$ cat src/rtl/fetch_unit_if.sv
// Signal bundle between the fetch stage and its PC counter, instruction memory and decode.
// master is the fetch unit side; slave is the surrounding environment.
interface fetch_unit_if;
    logic [31:0] pc_in;
    logic        pc_en;
    logic        redirect;
    logic        imem_req;
    logic [31:0] imem_addr;
    logic        imem_gnt;
    logic        imem_rvalid;
    logic [31:0] imem_rdata;
    logic        instr_valid;
    logic        instr_ready;
    logic [31:0] instr;
    logic [31:0] instr_pc;
    logic        fault;

    modport master (
        input  pc_in, redirect, imem_gnt, imem_rvalid, imem_rdata, instr_ready,
        output pc_en, imem_req, imem_addr, instr_valid, instr, instr_pc, fault
    );

    modport slave (
        output pc_in, redirect, imem_gnt, imem_rvalid, imem_rdata, instr_ready,
        input  pc_en, imem_req, imem_addr, instr_valid, instr, instr_pc, fault
    );
endinterface

$ cat src/rtl/fetch_unit.sv
// Instruction fetch stage: credit-limited word fetches, in-order response buffering, redirect flush.
// Optional misaligned-fetch trap enabled by defining FETCH_MISALIGN_TRAP_EN.
module fetch_unit #(
    parameter int DEPTH = 4
) (
    input  logic         clk,
    input  logic         reset,
    fetch_unit_if.master bus
);
    localparam int PTR_W = $clog2(DEPTH);
    localparam int CNT_W = PTR_W + 1;
    localparam int SUM_W = CNT_W + 1;
    localparam logic [SUM_W-1:0] DEPTH_L  = SUM_W'(DEPTH);
    localparam logic [PTR_W-1:0] PTR_ONE  = PTR_W'(1);
    localparam logic [PTR_W-1:0] PTR_ZERO = {PTR_W{1'b0}};
    localparam logic [CNT_W-1:0] CNT_ONE  = CNT_W'(1);
    localparam logic [CNT_W-1:0] CNT_ZERO = {CNT_W{1'b0}};

    logic [31:0]      fifo_instr_r [DEPTH];
    logic [31:0]      fifo_pc_r    [DEPTH];
    logic [PTR_W-1:0] fifo_wr_ptr_r;
    logic [PTR_W-1:0] fifo_rd_ptr_r;
    logic [CNT_W-1:0] fifo_cnt_r;

    logic [31:0]      pend_pc_r    [DEPTH];
    logic [PTR_W-1:0] pend_wr_ptr_r;
    logic [PTR_W-1:0] pend_rd_ptr_r;
    logic [CNT_W-1:0] out_cnt_r;
    logic [CNT_W-1:0] discard_cnt_r;

    logic [SUM_W-1:0] credit_sum_s;
    logic             credit_ok_s;
    logic             halt_s;
    logic             req_s;
    logic             issue_s;
    logic             resp_s;
    logic             drop_s;
    logic             push_s;
    logic             valid_s;
    logic             pop_s;

`ifdef FETCH_MISALIGN_TRAP_EN
    logic fault_r;
    logic misalign_s;

    assign misalign_s = (bus.pc_in[1:0] != 2'b00);
    assign halt_s     = misalign_s || fault_r;
    assign bus.fault  = fault_r;

    // Sticky misalign trap, raised only when a fetch would otherwise have gone out.
    always_ff @(posedge clk) begin
        if (reset) begin
            fault_r <= 1'b0;
        end else if (bus.redirect) begin
            fault_r <= 1'b0;
        end else if (credit_ok_s && misalign_s) begin
            fault_r <= 1'b1;
        end else begin
            fault_r <= fault_r;
        end
    end
`else
    assign halt_s    = 1'b0;
    assign bus.fault = 1'b0;
`endif

    // Issue/response/decode handshake decode; each outstanding fetch owns a future FIFO slot.
    always_comb begin
        credit_sum_s = SUM_W'(out_cnt_r) + SUM_W'(fifo_cnt_r);
        credit_ok_s  = (credit_sum_s < DEPTH_L);
        req_s        = !reset && !bus.redirect && credit_ok_s && !halt_s;
        issue_s      = req_s && bus.imem_gnt;
        resp_s       = bus.imem_rvalid && (out_cnt_r != CNT_ZERO);
        drop_s       = resp_s && (bus.redirect || (discard_cnt_r != CNT_ZERO));
        push_s       = resp_s && !drop_s;
        valid_s      = !reset && (fifo_cnt_r != CNT_ZERO);
        pop_s        = valid_s && bus.instr_ready && !bus.redirect;
    end

    assign bus.imem_req    = req_s;
    assign bus.imem_addr   = {bus.pc_in[31:2], 2'b00};
    assign bus.pc_en       = !reset && (issue_s || bus.redirect);
    assign bus.instr_valid = valid_s;
    assign bus.instr       = fifo_instr_r[fifo_rd_ptr_r];
    assign bus.instr_pc    = fifo_pc_r[fifo_rd_ptr_r];

    // Pointer and counter state; a redirect flushes the buffer and marks every in-flight fetch stale.
    always_ff @(posedge clk) begin
        if (reset) begin
            pend_wr_ptr_r <= PTR_ZERO;
            pend_rd_ptr_r <= PTR_ZERO;
            out_cnt_r     <= CNT_ZERO;
            discard_cnt_r <= CNT_ZERO;
            fifo_wr_ptr_r <= PTR_ZERO;
            fifo_rd_ptr_r <= PTR_ZERO;
            fifo_cnt_r    <= CNT_ZERO;
        end else begin
            if (issue_s) begin
                pend_wr_ptr_r <= pend_wr_ptr_r + PTR_ONE;
            end
            if (resp_s) begin
                pend_rd_ptr_r <= pend_rd_ptr_r + PTR_ONE;
            end
            out_cnt_r <= out_cnt_r + CNT_W'(issue_s) - CNT_W'(resp_s);

            if (bus.redirect) begin
                discard_cnt_r <= out_cnt_r - CNT_W'(resp_s);
            end else if (resp_s && (discard_cnt_r != CNT_ZERO)) begin
                discard_cnt_r <= discard_cnt_r - CNT_ONE;
            end

            if (bus.redirect) begin
                fifo_wr_ptr_r <= PTR_ZERO;
                fifo_rd_ptr_r <= PTR_ZERO;
                fifo_cnt_r    <= CNT_ZERO;
            end else begin
                if (push_s) begin
                    fifo_wr_ptr_r <= fifo_wr_ptr_r + PTR_ONE;
                end
                if (pop_s) begin
                    fifo_rd_ptr_r <= fifo_rd_ptr_r + PTR_ONE;
                end
                fifo_cnt_r <= fifo_cnt_r + CNT_W'(push_s) - CNT_W'(pop_s);
            end
        end
    end

    // Storage arrays need no reset: the pointers and counts define which entries are live.
    always_ff @(posedge clk) begin
        if (issue_s) begin
            pend_pc_r[pend_wr_ptr_r] <= bus.pc_in;
        end
        if (push_s) begin
            fifo_instr_r[fifo_wr_ptr_r] <= bus.imem_rdata;
            fifo_pc_r[fifo_wr_ptr_r]    <= pend_pc_r[pend_rd_ptr_r];
        end
    end
endmodule

$ cat src/flat_wrapper.sv
// flat-port wrapper written by rule: the top's interface ports become plain ports
module fetch_unit_flat 
#(
    parameter int DEPTH = 4
)
  (clk, reset, bus_pc_in, bus_redirect, bus_imem_gnt, bus_imem_rvalid, bus_imem_rdata, bus_instr_ready, bus_pc_en, bus_imem_req, bus_imem_addr, bus_instr_valid, bus_instr, bus_instr_pc, bus_fault);
  fetch_unit_if bus_i ();
  input  logic clk;
  input  logic reset;
  input wire logic [$bits(bus_i.pc_in)-1:0] bus_pc_in;
  input wire logic [$bits(bus_i.redirect)-1:0] bus_redirect;
  input wire logic [$bits(bus_i.imem_gnt)-1:0] bus_imem_gnt;
  input wire logic [$bits(bus_i.imem_rvalid)-1:0] bus_imem_rvalid;
  input wire logic [$bits(bus_i.imem_rdata)-1:0] bus_imem_rdata;
  input wire logic [$bits(bus_i.instr_ready)-1:0] bus_instr_ready;
  output wire logic [$bits(bus_i.pc_en)-1:0] bus_pc_en;
  output wire logic [$bits(bus_i.imem_req)-1:0] bus_imem_req;
  output wire logic [$bits(bus_i.imem_addr)-1:0] bus_imem_addr;
  output wire logic [$bits(bus_i.instr_valid)-1:0] bus_instr_valid;
  output wire logic [$bits(bus_i.instr)-1:0] bus_instr;
  output wire logic [$bits(bus_i.instr_pc)-1:0] bus_instr_pc;
  output wire logic [$bits(bus_i.fault)-1:0] bus_fault;
  assign bus_i.pc_in = bus_pc_in;
  assign bus_i.redirect = bus_redirect;
  assign bus_i.imem_gnt = bus_imem_gnt;
  assign bus_i.imem_rvalid = bus_imem_rvalid;
  assign bus_i.imem_rdata = bus_imem_rdata;
  assign bus_i.instr_ready = bus_instr_ready;
  assign bus_pc_en = bus_i.pc_en;
  assign bus_imem_req = bus_i.imem_req;
  assign bus_imem_addr = bus_i.imem_addr;
  assign bus_instr_valid = bus_i.instr_valid;
  assign bus_instr = bus_i.instr;
  assign bus_instr_pc = bus_i.instr_pc;
  assign bus_fault = bus_i.fault;
  fetch_unit #(.DEPTH(DEPTH)) u_core (.clk(clk), .reset(reset), .bus(bus_i));
endmodule
$ cat config.mk
export PLATFORM = sky130hd
export DESIGN_NAME = fetch_unit_flat
export DESIGN_NICKNAME = d
export VERILOG_FILES = /design/src/rtl/fetch_unit_if.sv /design/src/rtl/fetch_unit.sv /design/src/flat_wrapper.sv
export SDC_FILE = /design/constraint.sdc
export NUM_CORES = 1
export LEC_CHECK = 0
export CAP_MARGIN = 30
export CORE_UTILIZATION = 48
export DETAILED_ROUTE_END_ITERATION = 16
export PLACE_DENSITY = 0.67
export SLEW_MARGIN = 20
export SYNTH_ARGS = -nofsm -noshare
export SYNTH_HDL_FRONTEND = slang
export SYNTH_SLANG_ARGS = --single-unit
$ cat constraint.sdc
create_clock -name clk -period 3.9 [get_ports clk]
set_input_delay 1.17 -clock clk [delete_from_list [all_inputs] [get_ports clk]]
set_output_delay 1.17 -clock clk [all_outputs]
set_load 0.02 [all_outputs]
Yosys cells after proc, flatten, opt, wreduce, memory -nomap -nowiden:

Memories as Yosys holds them, arrays and structs flattened. A register that Yosys moved wholly into a read port is not among the register bits.
Cells that the tools add are included.
W data, S select, Z words.

* equal/unequal tests: 0
* multiplexer cells: 12
* bitwise operators: 0
* $mul: 0
* reduce and logical (&&, ||, !) cells: 21
* div/mod/pow operators: 0
* add/subtract/negate cells: 11
* shifts and indexed selects: 0
* $lt $le $gt $ge: 1

Operators by type and width (count)
* $mux W2: 6
* $logic_and A1 B1 Y1: 11
* $reduce_bool A3 Y1: 3
* $sub A3 B1 Y3: 3
* $add A2 B1 Y2 const B: 4
* $add A3 B1 Y3: 2
* $mux W3: 2
* $add A3 B3 Y4: 1
* $lt A4 B3 Y1 const B: 1
* $mux W1: 4
* $logic_not A1 Y1: 3
* $sub A3 B1 Y3 const B: 1
* $logic_or A1 B1 Y1: 2
* $reduce_bool A2 Y1: 1
* $reduce_or A2 Y1: 1

* input bits: 70
* word-level logic and storage cells: 55
* memories kept: 3
* memory bits (read-only): 0
* memory bits (writable): 384
* register bits after elaboration: 17
* bits in latches: 0

Memories
* u_core.fifo_instr_r: depth 4, width 32, rd ports 1, clocked after memory_dff 1, write ports 1, line fetch_unit.sv:19 `logic [31:0] fifo_instr_r [DEPTH];`
* u_core.fifo_pc_r: depth 4, width 32, rd ports 1, clocked after memory_dff 1, write ports 1, line fetch_unit.sv:20 `logic [31:0] fifo_pc_r [DEPTH];`
* u_core.pend_pc_r: depth 4, width 32, rd ports 1, clocked after memory_dff 1, write ports 1, line fetch_unit.sv:25 `logic [31:0] pend_pc_r [DEPTH];`

Longest topological paths before layout:

* depth after elaboration: 7
* depth in mapped cells: 11
* depth with buffers taken out: 9

Worst setup path after synthesis:

OpenSTA, ideal clock, no wires.

* path kind: input to register
* start: input port bus_redirect
* end: memory u_core.fifo_instr_r[0][0], enable pin
* library setup time: 0.429 ns
* arrival: 3.239 ns
* slack: 0.232 ns
* required time: 3.471 ns
* cell stages on the path: 3
* buffers on the path: 1
* path through: clkbuf_1 > nor3_1 > and2_1

* longest elaborated chain between the ends: 6

Ends and longest elaborated chain
* start: declaration: line flat_wrapper.sv:11 `input wire logic [$bits(bus_i.redirect)-1:0] bus_redirect;`
* $logic_or A1 B1 Y1: line fetch_unit.sv:74 `drop_s = resp_s && (bus.redirect || (discard_cnt_r != CNT_ZERO));`
* $logic_and A1 B1 Y1: line fetch_unit.sv:74
* $logic_not A1 Y1: line fetch_unit.sv:75 `push_s = resp_s && !drop_s;`
* $logic_and A1 B1 Y1: line fetch_unit.sv:75
* named net u_core.push_s: line fetch_unit.sv:38 `logic push_s;`
* $mux W1: line fetch_unit.sv:133 `if (push_s) begin`
* $mux W1 (implied by the code): line fetch_unit.sv:134 `fifo_instr_r[fifo_wr_ptr_r] <= bus.imem_rdata;`
* end: declaration: line fetch_unit.sv:19

The timed path passes the listed nets, and every way through them passes these cells.

Final worst setup path:

* start: input port reset
* end: output port bus_instr_valid

* longest elaborated chain between the ends: 2

Ends and longest elaborated chain
* start: declaration: line flat_wrapper.sv:9 `input logic reset;`
* $logic_not A1 Y1: line fetch_unit.sv:76 `valid_s = !reset && (fifo_cnt_r != CNT_ZERO);`
* $logic_and A1 B1 Y1: line fetch_unit.sv:76
* end: declaration: line flat_wrapper.sv:19 `output wire logic [$bits(bus_i.instr_valid)-1:0] bus_instr_valid;`

No other way between the ends.

==> summary.txt <==
Power
  • Max VDD drop: 0.3909 mV
  • Switching pwr: 2.382 mW
  • Int Pwr: roughly 8.1 mW
  • PwrDens: 558.6 nW/um^2
  • Sequential Power Share: 49.8%
  • Tot Pwr: 10.53 mW
  • Clock power share: roughly 37%
  • Sw Share: 22.63%
  • Combinational power share: 13.0%
  • Static Leak: 6.005 nW

Finish
  • Final Util: between 60% and 70%
  • Nets: 941
  • Layout cells sized above 1: 22.99%
  • Cell area after layout: about 19000 um^2
  • Area growth syn-to-layout: 23.36%
  • Most frequent cells in the layout: edfxtp_1, clkdlybuf4s50_1, mux4_2
  • Filler cell count: 2152
  • Post-route insts no fill: 1280
  • Commonest non-fill, non-tap cell in the layout: edfxtp_1
  • Footprint of the multi-input gates: a little under 3000 um^2
  • Register area: between 10000 and 15000 um^2

Clock network
  • CTS Hold Bufs: 0
  • Clock Latency Late Sink: 0.52 ns
  • TritonCTS sink count: 405
  • Setup bufs post-CTS: 0
  • CTS tree: yes
  • CTS buffer count: 42
  • CTS Buffer Depth: 3
  • H-tree depth: 2
  • Clock transition at path regs: 0.05 ns
  • Root buffer cell: clkbuf_16

Status
  • Status: completed

Route
  • Routed length per instance: 21.59 um
  • Drt pass-1 iters: 5
  • Detailed-route via count: between 6000 and 7000
  • 1st-iter DRT viols: 481
  • Antenna-violating nets left: 0
  • Final WL: roughly 28000 um
  • Via-to-Cell Ratio: 5.445
  • DR DRC count: 0

Logic synthesis
  • YS warnings: 0
  • Sequential area share after synthesis: 78.23%
  • Post-synth EDFFs: 384
  • Post-synth design cell area: 15280 um^2
  • Flip-flop cell with the highest count after synthesis: edfxtp_1
  • Flops & latches, synth: 405
  • Post-synth ARST share: 0%
  • Mapped Cells: 668
  • Post-synth cell types: 39
  • Avg Synthesized Cell Area: 22.87 um^2

Setup path
  • Largest stage delay, worst path: 0.61 ns
  • CP max-delay cell: clkdlybuf4s50_1
  • Worst R2R Path Depth: 5
  • CP Data Arrival Time: 2.49 ns
  • Crit-path most repeated cell: clkdlybuf4s50_1
  • RR Startpoint: u_core.out_cnt_r[2]$_SDFF_PP0_
  • R2R Path End: u_core.pend_pc_r[3][5]$_DFFE_PP_
  • Worst Path Required: 2.73 ns
  • Setup crit end kind: output pin
  • Reg2reg setup slack: 1.33 ns
  • Worst Setup Start Kind: primary input
  • Max FO, Critical Path: 14
  • WS Path Type: in -> out
  • Crit path cell chain: clkdlybuf4s50_1, buf_4, nor2_1, clkdlybuf4s50_1

Timing
  • Achievable Freq: 273.4 MHz
  • Setup_tns: 0 ns
  • Least-Margin Pin Slew: 0.9344 ns
  • Clock Skew: around 0.017 ns
  • Hold violation count in the final report: 0
  • Rel. slew slack: a little under two fifths
  • RSZ-0062 raised after global routing: no
  • # setup viols final: 0
  • Final hold slack: about 0.53 ns
  • Final min period: 3.658 ns
  • Worst setup margin: approximately 0.24 ns
  • Slew Limit Fails: 0
  • Tcrit/Tclk final: 93.79%

Place
  • Placed insts: 1202
  • PortBufs: roughly 170
  • Placer Congestion: 0.7880
  • Setup slack at placement: -0.08080 ns
  • Placed Area: ~17000 um^2
  • Post-DP HPWL: 16850 um

Hold path
  • Hold WC Path Type: reg -> reg
  • Hold Crit Endpoint: u_core.fifo_wr_ptr_r[1]$_SDFFE_PP0P_
  • Hold Crit Depth: 2
  • HP Start: u_core.fifo_wr_ptr_r[1]$_SDFFE_PP0P_

Floorplan
  • Core footprint: 30990 um^2
  • Die area: around 33000 um^2
  • Die Y: 180.4 um
  • Die width: about 180 um
  • FP Rows: 64
  • I/O pins: 170
  • Starting Density: 49.30%

Global routing
  • Initial antenna violation count: 2
  • Total global routing overflow: 0
  • Gr usage total: 17.50%
  • First-pass GRT wire length: 43080 um
  • Vias in the first global route: 7483
  • Largest net degree at the start of global routing: 45

Flow run
  • Max_cap viols: 0
## state kept, by name, summed over array words and instances (netlist names), 3 cells and up, named ones only
register and flops:
u_core.discard_cnt_r 3, u_core.out_cnt_r 3, u_core.fifo_instr_r 128, u_core.pend_pc_r 128
u_core.fifo_pc_r 128, u_core.fifo_cnt_r 3
## power by group through the flow
| stage | Clock (mW) | Sequential (mW) | Combinational (mW) |
|---|---|---|---|
| floorplan | 0 | 5.24 | 0.923 |
| global placement | 0 | 5.33 | 1.34 |
| detailed placement | 0 | 5.34 | 1.38 |
| CTS | 4.00 | 5.25 | 1.40 |
| global route | 4.18 | 5.27 | 1.48 |
| finish | 3.91 | 5.24 | 1.37 |
## cells by family after synthesis
family | synth area share [%]
multiplexers | 14.22
AO/OA/AOI/OAI | 0.8846
adder cells (fa/ha/maj) | 1.818
buffers and inverters | 2.670
XOR/XNOR | 0.5160
AND/OR/NAND/NOR | 1.638
flip-flops | 78.23
other | 0.02455
## area by class of cell
cell class	instances	area share (%)
Multi-Input combinational cell	193	15.64
Clock buffer	49	5.829
Antenna cell	1	0.01328
Tap cell	396	2.629
Inverter	15	0.2988
Clock inverter	28	1.474
Sequential cell	405	63.47
Timing Repair Buffer	193	10.65
## worst max path at each step
| stage | from | to | slack (ns) | cells past startpoint |
|---|---|---|---|---|
| 2_1_floorplan | bus_redirect | u_core.fifo_instr_r[0][0]$_DFFE_PP_ | 0.23 | 3 |
| 3_3_place_gp | bus_imem_gnt | bus_pc_en | -0.08 | 5 |
| 3_5_place_dp | bus_imem_gnt | bus_pc_en | -0.08 | 5 |
| 4_1_cts | bus_imem_gnt | bus_pc_en | 0.01 | 5 |
| 5_1_grt | flop | bus_instr[8] | 0.14 | 3 |
| 6_report | reset | bus_instr_valid | 0.24 | 4 |
## repair_timing
item / 4_1_cts / 5_1_grt
hold endpoints to repair: 0 / 0
cloned: 0 / 0
setup endpoints to repair: 1 / 2
gates resized for setup: 1 / 2
## critical path, delay by kind of cell
family                 cells  cell delay, ns
buffers and inverters      3            1.20
and+or+nand+nor            1            0.12
## Yosys cell counts, types with 3 or more instances
master    count  area (um^2)
a21oi_1       6        30.03
and2_1       10        62.56
buf_1         4        15.01
buf_2        11        55.05
buf_4        33        247.7
clkbuf_1      9        33.78
dfxtp_1      21        420.4
edfxtp_1    384        11530
ha_1         19        237.7
inv_1        14        52.55
mux4_2       96         2162
nand3_1       3        15.01
nor2_1       13        48.80
nor2b_1       3        18.77
nor3_1        4        20.02
o31ai_1       3        22.52
xnor2_1       6        52.55
xor2_1        3        26.28
## per-layer routing
| layer | vias to the layer above | part of all wire (%) | global-route usage [%] |
|---|---|---|---|
| li1 | 3099 | - | - |
| met1 | 3613 | 41 | 22.71 |
| met2 | 212 | 51 | 30.03 |
| met3 | 44 | 5.6 | 3.739 |
| met4 | 2 | 2.0 | 4.752 |
| met5 | - | 0.062 | 0 |
Note: power is estimated with default switching activity, not from simulation.
==> RTL edit 1, RTL diff (same flow settings) <==
`DEPTH` is set to 4 in 2 places; all go to 8.
--- a/src/rtl/fetch_unit.sv
+++ b/src/rtl/fetch_unit.sv
@@ -3,3 +3,3 @@
 module fetch_unit #(
-    parameter int DEPTH = 4
+    parameter int DEPTH = 8
 ) (
--- a/src/flat_wrapper.sv
+++ b/src/flat_wrapper.sv
@@ -3,3 +3,3 @@
 #(
-    parameter int DEPTH = 4
+    parameter int DEPTH = 8
 )
Behaviour: no difference found for any inputs over 4 cycles, from zero or initial values and one cycle with reset high; that may be too few to reach the edited logic, so the function may still have changed.
==> RTL edit 1 against the original RTL <==
- maximum frequency fell by 4.3%
- setup slack got worse by 0.16 ns
- utilization fell by 2.6 points
- first-iteration DRC count rose by 59%
- hold slack got worse by 0.064 ns
- wire length rose by 110%
- sequential cell count rose by 393
- global-route usage rose by 0.90 points
- synthesized area rose by 100%
- final area rose by 95%
- total power rose by 90%
- highest routed layer is now met4
==> RTL edit 1: results (changes against the original RTL) <==
* Insertion delay to the later sink of the worst-skew pair: 0.62 ns (+0.10 ns)
- The count of buffers inserted at the top-level ports is 166 (unchanged).
- The static leakage power is 11.6 nW (+93%).
- The root buffer cell chosen for the clock tree is clkbuf_16.
- Maximum number of pins on one net before global-route repair: 52 (+16%)
- Startpoint kind of the worst setup timing path: register
- Clock Path Buffers: 3 (unchanged)
- The slew of the pin with the lowest slew margin came to 0.782 ns (-0.153 ns).
- The data arrival time of the worst path came to 2.65 ns (+0.16 ns).
* Number of synthesized flops with an enable pin: 768 (+100%)
* Fraction of layout instances using a drive strength above 1: 0.315 (+0.0848)
- Largest fanout on the critical path: 18 (+4)
- Async set or reset register ratio after synthesis: 0 (unchanged)
* Placement-stage worst setup slack: -0.237 ns (-0.156 ns)
- Portion of the post-synthesis area used by sequential elements: 0.772 (-0.0103)
* Count of different cell masters after synthesis: 43 (+10%)
- First-pass GRT wire length: 87.5 mm (+100%)
- Worst min path class: reg2reg
- After synthesis, the most frequently instantiated cells are edfxtp_1, mux4_2, mux2_2, clkbuf_1, buf_4.
- Outcome: completed
- Largest registers: u_core.fifo_instr_r: 256 flops, u_core.fifo_pc_r: 256 flops, u_core.pend_pc_r: 256 flops
- The worst-case clock skew is 0.0179 ns (+0.000530 ns).
* HPWL after detailed placement: 32.6 mm (+94%)
- The level count of the clock H-tree was 3 (+1).
* Synth top area cells: edfxtp_1, mux4_2, mux2_2
- The worst register-to-register path begins at u_core.out_cnt_r[2].
- After clock tree synthesis, the clock-pin slew on the worst setup and hold paths is 0.06 ns.
- Drt drc: 0 (unchanged)
- The initial antenna violation count is 0 (-2).
* Initial DRC count: 764 (+59%)
- Number of nets in the finished design: 1680 (+79%)
- Number of buffers inserted during clock tree synthesis: 80 (+90%)
- The largest voltage drop on the vdd net is 0.000295 V (-24%).
- The weighted congestion at the end of routability-driven global placement was 0.738 (-6.4%).
- The iteration count of the initial detailed-routing pass is 5 (unchanged).
- Wire per inst: 23.3 um (+7.8%)
- Total number of vias: 13610 (+95%)
- Launch point of the worst hold path: u_core.fifo_rd_ptr_r[1]
- The most common cell in the synthesized netlist is edfxtp_1.
- Total track usage: 0.184 (+0.00902)
* Ys Warns: 0 (unchanged)
- The number of global-route vias before repair was 14583 (+95%).
-- RTL edit 1: per-layer routing --
metal  part of all wire  up-vias  global-route usage  routed length (um)
met5                  0        -                   0                   0
met4              0.020        0              0.0561                1160
met3              0.042       77              0.0286                2440
met2               0.52      295               0.318               30000
met1               0.42     7191               0.241               24500
li1                   -     6047                   -                   -
-- RTL edit 1: cells by family after synthesis --
logic type / Yosys count / share of synthesized area
compound gates: 18 / 0.00482
other cells: 1 / 0.000122
simple gates: 75 / 0.0118
fa+ha+maj: 25 / 0.0107
flops: 798 / 0.772
xor+xnor: 13 / 0.00371
buf+inv: 113 / 0.0192
mux: 292 / 0.178
-- RTL edit 1: stage by stage --
stage	hold slack (ns)	instance area (um^2)	std cells	setup TNS [ns]
after detailed placement	0.462	34000	2338	-0.349
after global routing	0.496	36700	2495	0
after global placement	0.460	34000	2338	-0.319
final	0.468	36700	2496	0
after floorplan	0.454	30800	1337	-204.34
after CTS	0.471	36600	2488	0
-- RTL edit 1: path summary, 6_finish.rpt --
| kind | cells after the start | end | slack (ns) |
|---|---|---|---|
| worst max-delay path | 4 | bus_instr[29] | 0.08 |
| worst max register to register | 11 | u_core.out_cnt_r[2] | 1.15 |
| worst min-delay path | 2 | register | 0.47 |
| worst min register to register | 2 | register | 0.47 |
-- RTL edit 1: layout make-up --
class / count / area (um^2)
Timing Repair Buffer: 257 / 2760
Multi-Input combinational cell: 426 / 6580
Fill cell: 4562 / 26400
Antenna cell: 1 / 2.50
Clock buffer: 102 / 2130
Inverter: 22 / 82.6
Clock inverter: 44 / 425
Tap cell: 846 / 1060
Sequential cell: 798 / 23700
-- RTL edit 1: worst max-delay path, stage by stage (launching register included) --
cell and delay [ns]:
dfxtp_4 0.45, buf_16 0.22, mux4_2 0.53, mux2_2 0.29
clkdlybuf4s50_1 0.54
-- RTL edit 1: what timing repair did --
action,CTS,global route
resized for setup,76,3
setup endpoints to repair,49,14
hold buffers,0,0
buffers inserted,1,7
gates cloned,3,0
-- RTL edit 1: report_power, final --
part | internal [mW] | switching (mW)
Sequential | 9.91 | 0.182
Combinational | 1.16 | 1.28
Clock | 4.34 | 3.09
==> RTL edit 2, RTL diff (config.mk and constraints unchanged) <==
Made on the original files. The option `FETCH_MISALIGN_TRAP_EN` is turned on by a define.
--- a/src/rtl/fetch_unit.sv
+++ b/src/rtl/fetch_unit.sv
@@ -2,2 +2,4 @@
 // Optional misaligned-fetch trap enabled by defining FETCH_MISALIGN_TRAP_EN.
+`define FETCH_MISALIGN_TRAP_EN
+
 module fetch_unit #(
Function: changed (Yosys sat finds a counterexample within 4 cycles, from zero or initial values and one cycle with reset high).
==> RTL edit 2 against the original RTL <==
- setup slack gained 0.041 ns
- critical path depth grew 2
- via count shrank 1.2%
- total power shrank 4.1%
- synthesized area is essentially flat
- wire length shrank 1.2%
- sequential cell count grew 1
- final area grew 0.13%
- highest routed layer is now met4
==> RTL edit 2: results (changes against the original RTL) <==
- RD Place Congestion: 0.765 (-2.9%)
* I/O Buffers: 167 (+0.60%)
* Slew Limit Headroom: 0.369 (-0.00820)
- The stage delay of the slowest cell on the critical path came to 0.54 ns (-0.07 ns).
- Cell Count Post-Placement: 1204 (+0.17%)
- Number of buffers inserted during clock tree synthesis: 41 (-2.4%)
- The iteration count of the initial detailed-routing pass was 4 (-1).
- Yosys attributes the largest share of cell area to edfxtp_1, mux4_2, dfxtp_1.
- First-pass GRT wire length: 42.3 mm (-1.7%)
* Total wire length: 27.3 mm (-1.2%)
* Placement-stage worst setup slack: -0.407 ns (-0.326 ns)
* Ranking of synthesized cells by instance count: edfxtp_1, mux4_2, buf_4, dfxtp_1, ha_1
- The filler cell count in the final layout was 2129 (-1.1%).
* Arr. time, crit path: 2.45 ns (-0.04 ns)
- Post-detailed-placement cell area: 17500 um^2 (+0.49%)
- The sequential share of the synthesized area is 0.784 (+0.00150).
- Total number of vias: 6886 (-1.2%)
* Largest fanout on the critical path: 2 (-12)
- Setup ws final: 0.283 ns (+0.0406 ns)
- Outcome: completed
- Initial DRC count: 452 (-6.0%)
- The static leakage power came to 6.05 nW (+0.66%).
- HPWL after detailed placement: 17.1 mm (+1.7%)
- Number of nets in the finished design: 942 (+0.11%)
- Total track usage: 0.172 (-0.00295)
* Cell with the largest stage delay on the worst path: or4_4
- Grouping stages by cell kind, the critical path spends the most delay in simple AND/OR/NAND/NOR gates.
- Maximum number of pins on one net before global-route repair: 36 (-20%)
-- RTL edit 2: changes by cell type after synthesis, sizes merged, moves of 2 or more --
cell    before  now
xnor2        6    8
buf         48   46
a21oi        6    3
nor4         0    2
and3         1    6
o311ai       3    0
o21a         0    2
and2        10    7
o31ai        4    2
nand2        0    3
nor3         5    1
-- RTL edit 2: kinds of logic (layout without fill, tap and decap cells) --
logic type,Yosys count,after routing,synth area share
adder cells (fa/ha/maj),20,20,0.0174
other,1,2,0.000246
buffers and inverters,70,289,0.0264
AND/OR/NAND/NOR,48,48,0.0191
flip-flops,406,406,0.784
XOR/XNOR,10,10,0.00573
AO/OA/AOI/OAI,13,13,0.00582
multiplexers,96,96,0.142
-- RTL edit 2: per-stage QoR --
step	hold slack (ns)	utilization	TNS (ns)
after detailed placement	0.477	0.568	-0.795
final	0.480	0.611	0
after global routing	0.542	0.611	0
after CTS	0.487	0.610	0
after floorplan	0.446	-	0
after global placement	0.478	0.568	-0.770
-- RTL edit 2: cell type report --
cell class	count	area [um^2]	share of cell area
clock buffers	54	1130	0.0597
clock inverters	21	191	0.0101
inverters	14	52.6	0.00278
multi-input cells	189	2910	0.154
flip-flops and latches	406	12000	0.635
well taps	396	495	0.0263
repair buffers	200	2110	0.112
-- RTL edit 2: what timing repair did --
item / CTS / global route
setup endpoints to repair: 2 / 1
gates resized for setup: 8 / 5
pin swaps: 0 / 4
hold buffers: 0 / 0
buffers inserted: 1 / 0
-- RTL edit 2: routing by layer --
layer | vias to the layer above | global-route usage | wire (um)
met3 | 39 | 0.0287 | 1270
met5 | - | 0 | 0
li1 | 3077 | - | -
met2 | 215 | 0.291 | 13700
met1 | 3555 | 0.232 | 11900
met4 | 0 | 0.0506 | 435
-- RTL edit 2: power breakdown --
group	total, mW	switching, mW	internal (mW)
registers	5.16	0.128	5.03
logic	1.18	0.574	0.604
clock network	3.76	1.52	2.24
-- RTL edit 2: path summary, 6_finish.rpt --
check	from	end	cells past startpoint
worst max-delay path	bus_pc_in[0]	bus_pc_en	6
worst max register to register	u_core.out_cnt_r[2]	u_core.out_cnt_r[2]	12
worst min-delay path	u_core.fifo_rd_ptr_r[1]	register	1
worst min register to register	u_core.fifo_rd_ptr_r[1]	register	1
